==> config.mk <==
export PLATFORM = sky130hd
export DESIGN_NAME = div_rr_scheduler
export DESIGN_NICKNAME = d
export VERILOG_FILES = /design/src/rtl/div_rr_scheduler.sv
export SDC_FILE = /design/constraint.sdc
export NUM_CORES = 1
export LEC_CHECK = 0
export CAP_MARGIN = 20
export CORE_UTILIZATION = 43
export CTS_BUF_LIST = sky130_fd_sc_hd__clkbuf_8
export DETAILED_ROUTE_END_ITERATION = 8
export PLACE_DENSITY_LB_ADDON = 0.3
export SYNTH_ARGS = -nofsm -noshare
export SYNTH_HDL_FRONTEND = slang
export SYNTH_SLANG_ARGS = --single-unit
export TNS_END_PERCENT = 100
==> constraint.sdc <==
create_clock -name clk -period 5.9 [get_ports clk]
set_clock_uncertainty 0.2 [all_clocks]
set_input_delay 0.59 -clock clk [delete_from_list [all_inputs] [get_ports clk]]
set_output_delay 0.59 -clock clk [all_outputs]
set_load 0.01 [all_outputs]
==> src/rtl/div_rr_scheduler.sv <==
// div_rr_scheduler
//   Time-shares one signed divider between NREQ requesters. A round-robin
//   arbiter picks the next requester. An issue/collect FSM then runs exactly
//   one division at a time and returns the result to the requester that issued it.
//   A watchdog turns a missing div_done into a flagged, zeroed response.
//   Operands and results pass through bit-exact; no arithmetic is done here.
module div_rr_scheduler #(
  parameter int N       = 16,
  parameter int NREQ    = 4,
  parameter int TIMEOUT = 64
) (
  input  logic              clk,
  input  logic              rst,
  input  logic [NREQ-1:0]   req_valid,
  output logic [NREQ-1:0]   req_ready,
  input  logic [NREQ*N-1:0] req_a,
  input  logic [NREQ*N-1:0] req_b,
  output logic [NREQ-1:0]   rsp_valid,
  output logic [N-1:0]      rsp_q,
  output logic [N-1:0]      rsp_r,
  output logic              rsp_err,
  output logic              rsp_timeout,
  output logic              busy,
  output logic              div_start,
  output logic              div_valid,
  output logic [N-1:0]      div_a,
  output logic [N-1:0]      div_b,
  input  logic [N-1:0]      div_q,
  input  logic [N-1:0]      div_r,
  input  logic              div_done,
  input  logic              div_err
);

  localparam int IW = (NREQ > 1) ? $clog2(NREQ) : 1;
  localparam int WW = $clog2(TIMEOUT);
  localparam logic [WW-1:0]   WD_LAST  = WW'(TIMEOUT - 1);
  localparam logic [NREQ-1:0] ONE_HOT0 = {{(NREQ-1){1'b0}}, 1'b1};

  typedef enum logic [1:0] {
    S_IDLE  = 2'd0,
    S_ISSUE = 2'd1,
    S_WAIT  = 2'd2,
    S_RESP  = 2'd3
  } state_t;

  state_t          state_r;
  state_t          state_nxt_s;
  logic [IW-1:0]   ptr_r;
  logic [IW-1:0]   owner_r;
  logic [N-1:0]    op_a_r;
  logic [N-1:0]    op_b_r;
  logic [N-1:0]    res_q_r;
  logic [N-1:0]    res_r_r;
  logic            res_err_r;
  logic            res_to_r;
  logic [WW-1:0]   wd_r;

  logic            grant_any_s;
  logic [IW-1:0]   grant_idx_s;
  logic [IW-1:0]   cand_s;
  logic [N-1:0]    sel_a_s;
  logic [N-1:0]    sel_b_s;
  logic            wd_expired_s;

  assign wd_expired_s = (wd_r == WD_LAST);

  // The divider sees the latched operands continuously; they only change on accept.
  assign div_a       = op_a_r;
  assign div_b       = op_b_r;
  assign rsp_q       = res_q_r;
  assign rsp_r       = res_r_r;
  assign rsp_err     = res_err_r;
  assign rsp_timeout = res_to_r;

  // Round-robin search: first valid requester starting at ptr and wrapping.
  always_comb begin
    grant_any_s = 1'b0;
    grant_idx_s = '0;
    cand_s      = '0;
    for (int k = 0; k < NREQ; k++) begin
      cand_s = IW'((int'(ptr_r) + k) % NREQ);
      if (!grant_any_s && req_valid[cand_s]) begin
        grant_any_s = 1'b1;
        grant_idx_s = cand_s;
      end else begin
        grant_any_s = grant_any_s;
      end
    end
  end

  // Operand mux for the winning requester.
  always_comb begin
    sel_a_s = '0;
    sel_b_s = '0;
    for (int k = 0; k < NREQ; k++) begin
      if (grant_idx_s == IW'(k)) begin
        sel_a_s = req_a[k*N +: N];
        sel_b_s = req_b[k*N +: N];
      end else begin
        sel_a_s = sel_a_s;
        sel_b_s = sel_b_s;
      end
    end
  end

  // FSM next state and state-decoded outputs. req_ready is masked during reset
  // so every output reads 0 while rst is held.
  always_comb begin
    state_nxt_s = state_r;
    req_ready   = '0;
    rsp_valid   = '0;
    busy        = 1'b1;
    div_start   = 1'b0;
    div_valid   = 1'b0;
    case (state_r)
      S_IDLE: begin
        busy = 1'b0;
        if (grant_any_s && !rst) begin
          req_ready   = ONE_HOT0 << grant_idx_s;
          state_nxt_s = S_ISSUE;
        end else begin
          state_nxt_s = S_IDLE;
        end
      end
      S_ISSUE: begin
        div_start   = 1'b1;
        div_valid   = 1'b1;
        state_nxt_s = S_WAIT;
      end
      S_WAIT: begin
        if (div_done || wd_expired_s) begin
          state_nxt_s = S_RESP;
        end else begin
          state_nxt_s = S_WAIT;
        end
      end
      S_RESP: begin
        rsp_valid   = ONE_HOT0 << owner_r;
        state_nxt_s = S_IDLE;
      end
      default: begin
        busy        = 1'b0;
        state_nxt_s = S_IDLE;
      end
    endcase
  end

  // FSM state register.
  always_ff @(posedge clk or posedge rst) begin
    if (rst) begin
      state_r <= S_IDLE;
    end else begin
      state_r <= state_nxt_s;
    end
  end

  // Datapath: accept latch, rr pointer, watchdog and result capture.
  always_ff @(posedge clk or posedge rst) begin
    if (rst) begin
      ptr_r     <= '0;
      owner_r   <= '0;
      op_a_r    <= '0;
      op_b_r    <= '0;
      res_q_r   <= '0;
      res_r_r   <= '0;
      res_err_r <= 1'b0;
      res_to_r  <= 1'b0;
      wd_r      <= '0;
    end else begin
      case (state_r)
        S_IDLE: begin
          if (grant_any_s) begin
            owner_r <= grant_idx_s;
            op_a_r  <= sel_a_s;
            op_b_r  <= sel_b_s;
            ptr_r   <= IW'((int'(grant_idx_s) + 1) % NREQ);
          end
        end
        S_ISSUE: begin
          wd_r <= '0;
        end
        S_WAIT: begin
          // div_done takes priority over the watchdog in the same cycle.
          if (div_done) begin
            res_q_r   <= div_q;
            res_r_r   <= div_r;
            res_err_r <= div_err;
            res_to_r  <= 1'b0;
          end else if (wd_expired_s) begin
            res_q_r   <= '0;
            res_r_r   <= '0;
            res_err_r <= 1'b0;
            res_to_r  <= 1'b1;
          end else begin
            wd_r <= wd_r + WW'(1);
          end
        end
        default: begin
        end
      endcase
    end
  end

endmodule
======== Yosys cells after proc, flatten, opt, wreduce, memory -nomap -nowiden ========
Index checks and enable logic that the tools add are counted.
word-level totals
  bits in read-only memories .............. 0
  output and inout port bits .............. 77
  bits in latches ......................... 0
  logic and storage cells ................. 88
  register bits after elaboration ......... 78
  input port bits ......................... 168
  memories kept ........................... 0
  bits in writable memories ............... 0
operators by class
  bitwise logic cells ..................... 0
  reductions and logical operators ........ 16
  shift operators ......................... 2
  eq/ne operators ......................... 9
  div/mod/pow operators ................... 0
  $lt $le $gt $ge ......................... 4
  $add $sub $neg .......................... 5
  muxes and demuxes ....................... 42
  $mul .................................... 0
operators by type and width
  kind                   count
  $mux W16               11
  $mux W1                16
  $lt A2 B3 Y1 const B   4
  $mux W4                3
  $mux W6                2
  $pmux W6 S2            1
  $bmux W1 S2            4
  $eq A2 B2 Y1 const B   4
  $mux W2                4
  $pmux W2 S4            1
  $shl A1 B2 Y4 const A  2
  $add A6 B1 Y6 const B  1
  $eq A6 B6 Y1 const B   1
  $add A2 B1 Y2 const B  2
  $add A2 B2 Y2 const B  2
  $eq A2 B1 Y1 const B   2
  $logic_and A1 B1 Y1    4
  $logic_not A1 Y1       4
  $logic_not A2 Y1       2
  $ne A2 B2 Y1 const B   2
  $reduce_and A2 Y1      2
  $reduce_bool A2 Y1     2
  $reduce_and A3 Y1      1
  $logic_or A1 B1 Y1     1

======== Depth between registers and ports, before layout ========
  depth in word-level cells ............... 17
  gate-level depth with buffers ........... 11
  mapped depth without buffers ............ 9

======== Least setup slack after synthesis ========
No wires, ideal clock.
  kind .................................... input to output
  start ................................... input port rst
  end ..................................... output port req_ready[0]
  required time ........................... 5.110 ns
  cell stages on the path ................. 2
  setup slack ............................. 2.442 ns
  arrival time ............................ 2.668 ns
  path through ............................ inv_1 > and3_1
on the way
  cells in the longest elaborated chain, start to end .. 4
RTL lines
  item                               RTL line  text
  start: declaration                 13        input logic rst,
  $logic_not A1 Y1 (no source line)  --
  $logic_and A1 B1 Y1                118       if (grant_any_s && !rst) begin
  $mux W4                            118
  $mux W4                            115       case (state_r)
  end: declaration                   15        output logic [NREQ-1:0] req_ready,
No other way between the ends.

======== Worst setup path in the final report ========
  start ................................... input port req_valid[2]
  end ..................................... output port req_ready[1]
on the way
  cells in the longest elaborated chain, start to end .. 15
  elaborated cells between the ends (all ways) .. 26
  those cells by class .................... shift (1); mux (18); reduce/logical (7)
RTL lines
  item                           RTL line  text
  start: declaration             14        input logic [NREQ-1:0] req_valid,
  $bmux W1 S2                    82        if (!grant_any_s && req_valid[cand_s]) begin
  $mux W1 (not written as such)  82
  $mux W1                        82
  $logic_not A1 Y1               82
  $logic_and A1 B1 Y1            82
  $mux W1                        82
  $logic_not A1 Y1               82
  $logic_and A1 B1 Y1            82
  $mux W1                        82
  $logic_not A1 Y1               82
  $logic_and A1 B1 Y1            82
  $mux W2 *                      82
  named net grant_idx_s[0]       59        logic [IW-1:0] grant_idx_s;
  $shl A1 B2 Y4 *                119       req_ready = ONE_HOT0 << grant_idx_s;
  $mux W4 *                      118
  $mux W4 *                      115
The timed path passes the listed nets; every way through them passes the cells marked *. The select of a mux whose other input is x is not followed.

==> impl_summary.log <==
[metrics] commonest cells after routing, fill and taps aside: sky130_fd_sc_hd__clkdlybuf4s50_1 (244), sky130_fd_sc_hd__nand2_1 (105), sky130_fd_sc_hd__dfrtp_1 (78), sky130_fd_sc_hd__o21ai_0 (72), sky130_fd_sc_hd__nor2_1 (69)
[metrics] area growth from synthesis to layout: 61.38%
[metrics] Crit Path Max Fanout: 63
[metrics] Relative slew margins: 28.92%
[metrics] Max Clk Rate: 240.5 MHz
[metrics] shortest period the worst path allows: 4158 ps
[metrics] GRT Util Overall: about 28%
[metrics] final HPWL from detailed placement: about 11 mm
[metrics] maximum ir drop on the vdd rail: 0.3468 mV
[metrics] final-stage net count: 953
[metrics] GR Layer Usage met3: 4.814%
[metrics] horizontal die dimension: about 100 um
[metrics] # rows: 36
[metrics] count of filler cells inserted in the layout: 787
[metrics] max-slew violations: 0
[metrics] core region area: 9819 um2
[metrics] FFs w/ async S/R, synth: 100.0%
[metrics] clock-pin slew on the worst setup and hold paths: 80 ps
[metrics] via count of the first global-routing pass: 4,693
[metrics] first-pass iteration count of the detailed router: 4
[metrics] transition at the pin with the smallest max-transition slack: ~1100 ps
[metrics] Initial Utilization: ~45%
[metrics] cts bufs inserted: 9
[metrics] number of top-level pins: 245
[metrics] Avg Synthesized Cell Area: about 8 um2
[metrics] type of destination of the critical path: output port
[metrics] number of enable-type register cells in the synthesized netlist: 0
[metrics] hold buffer count at cts: 0
[metrics] Post-CTS Resized: 0
[metrics] Area contributors post-synth: sky130_fd_sc_hd__dfrtp_1 (45%), sky130_fd_sc_hd__nand2_1 (9.0%), sky130_fd_sc_hd__o21ai_0 (8.2%)
[metrics] antenna fix cells: 0
[metrics] most common cell after layout, fill and taps aside: sky130_fd_sc_hd__clkdlybuf4s50_1
[metrics] cell type with the highest aggregate area in the netlist: sky130_fd_sc_hd__dfrtp_1
[metrics] routing usage on met2: 48.82%
[metrics] post-place instance area: 6848 um2
[metrics] Residual DRC: 0
[metrics] Cell Area, Synth: 4370 um2
[metrics] Antenna Violating Nets Remaining: 0
[metrics] Vias per Instance: 5.372
[metrics] Main synth FF type: sky130_fd_sc_hd__dfrtp_1
[metrics] first-pass GRT wire length: roughly 23 mm
[metrics] number of synthesized register bits: 78
[metrics] power density cells: approximately 460 nW/um2
[metrics] overall via count from detail_route: 4,910
[metrics] leakage power total: just under 3 nW
[metrics] grt met1 use: 34.17%
[metrics] area of the die: between 10,000 and 15,000 um2
[metrics] Critical Path Start Type: primary input
[metrics] CTS tree: built
[metrics] global routing's busiest layer: met2
[metrics] Post-CTS Setup Bufs: 0
[metrics] Yosys cell types: 35
[metrics] proportion of layout cells with a drive suffix above 1: 4.097%
[metrics] number of buffer cells added on primary ports: 244
[metrics] placer's final routability congestion estimate: 0.9036
[metrics] run status: completed
[metrics] sequential share of the synthesized area: 44.66%
[metrics] worst hold-check path type: flip-flop to flip-flop
[metrics] Congestion Overflow GR: 0
[metrics] pin count of the biggest net entering global routing: 65
[metrics] final hold violation count: 0
[metrics] Worst R2R Setup Slack: around 2900 ps
[metrics] Die Y-Extent: 102.8 um
[metrics] clock sink count: 78
[metrics] antenna violations before repair: 0
[metrics] data arrival time of the worst path: 3370 ps
[metrics] count of mapped cells out of synthesis: 557
[metrics] deepest clock path buffer count: 2
[metrics] number of warnings issued by yosys: 0
[metrics] period utilisation layout: a little over two thirds
[metrics] number of setup violations in the final report: 0
[metrics] RSZ-0062 raised after global routing: no
[metrics] max-cap violations: 0
[metrics] summed area of non-filler cells in the final layout: 7053 um2
[metrics] number of design-rule violations left by the first detailed-router iteration: 220
[metrics] syn nets: 734
[metrics] worst-skew pair later-pin latency: 350 ps
[metrics] fraction of synthesized cell area taken by the top area cell type: between 40 and 50%
[metrics] total wire length after detailed routing: 15.26 mm
[metrics] Critical Setup Path Class: primary input to output port
[metrics] mean routed wirelength per cell: 16.70 um
[metrics] required time of the critical path: 5110 ps
[metrics] setup total negative slack: 0 ps
[metrics] CTS HTree Levels: 3
[metrics] root cell of the clock tree: sky130_fd_sc_hd__clkbuf_8
cell usage after synthesis (2+ instances only):
cell,n
sky130_fd_sc_hd__a211o_1,3
sky130_fd_sc_hd__nand2b_1,3
sky130_fd_sc_hd__o21ai_0,72
sky130_fd_sc_hd__dfrtp_1,78
sky130_fd_sc_hd__nand2_1,105
sky130_fd_sc_hd__buf_2,12
sky130_fd_sc_hd__nor2b_1,6
sky130_fd_sc_hd__a21oi_1,68
sky130_fd_sc_hd__inv_1,39
sky130_fd_sc_hd__nand3_1,4
sky130_fd_sc_hd__buf_1,3
sky130_fd_sc_hd__a221oi_1,32
sky130_fd_sc_hd__buf_6,2
sky130_fd_sc_hd__a31oi_1,2
sky130_fd_sc_hd__buf_4,4
sky130_fd_sc_hd__ha_1,9
sky130_fd_sc_hd__and3_1,6
sky130_fd_sc_hd__nor2_1,70
sky130_fd_sc_hd__clkbuf_1,23
cell type report:
cell class                      count  area [um2]  share of cell area, %
Clock buffer                        9       123.9                  1.756
Multi-Input combinational cell    396        2072                  29.38
Clock inverter                      7       81.33                  1.153
Timing Repair Buffer              252        2510                  35.59
Inverter                           39       147.6                  2.093
Tap cell                          133       166.4                  2.359
Sequential cell                    78        1952                  27.67
critical path: stages:
cell,delay [ps]
sky130_fd_sc_hd__clkdlybuf4s50_1,460
sky130_fd_sc_hd__inv_1,180
sky130_fd_sc_hd__nor2_1,80
sky130_fd_sc_hd__o31ai_1,360
sky130_fd_sc_hd__nor2b_1,260
sky130_fd_sc_hd__ha_2,200
sky130_fd_sc_hd__buf_4,460
sky130_fd_sc_hd__and3_1,240
sky130_fd_sc_hd__clkdlybuf4s50_1,530
sequential cells by signal, summed over array words and instances, names as in the netlist:
signal / flops
div_a: 16
div_b: 16
rsp_q: 16
rsp_r: 16
wd_r: 6
owner_r: 2
ptr_r: 2
state_r: 2
rsp_err: 1
rsp_timeout: 1
per-layer routing:
metal	vias to the layer above	share of wire, %
li1	2336	-
met1	2318	39
met2	208	50
met3	48	6.6
met4	0	4.0
met5	-	0
cell families after synthesis:
kind of cell	synth area share, %
buffers and inverters	8.159
XOR/XNOR	0.2004
AO/OA/AOI/OAI	25.91
flip-flops	44.66
adder cells (fa/ha/maj)	2.577
AND/OR/NAND/NOR	18.49
power by group:
part	switching, W	total (W)	internal [W]	leakage, nW
Combinational	0.000992	0.00187	0.000877	1.93
Sequential	0.000153	0.000947	0.000794	0.943
Clock	0.000219	0.000421	0.000202	0.106
through the flow:
stage / power (W) / util [%] / hold slack (ps) / std cells / setup slack (ps)
CTS: 0.003253 / 71.83 / 309.7 / 914 / 1779
finish: 0.003237 / 71.83 / 302.2 / 914 / 1742
global placement: 0.002744 / 69.58 / 284.6 / 897 / 1878
global route: 0.003489 / 71.83 / 337.5 / 914 / 1530
detailed placement: 0.002824 / 69.74 / 290.0 / 898 / 1779
floorplan: 0.001979 / - / 278.2 / 557 / 2442
final timing paths:
path                       cells past startpoint      endpoint          from
max in group asynchronous                      3     rsp_q[12]           rst
min                                            2      div_a[2]      div_a[2]
min in group asynchronous                      2     div_a[14]           rst
max reg2reg                                    9      div_b[6]      ptr_r[1]
max                                            9  req_ready[1]  req_valid[2]
min reg2reg                                    2      div_a[2]      div_a[2]
(Power assumes the default switching activity.)
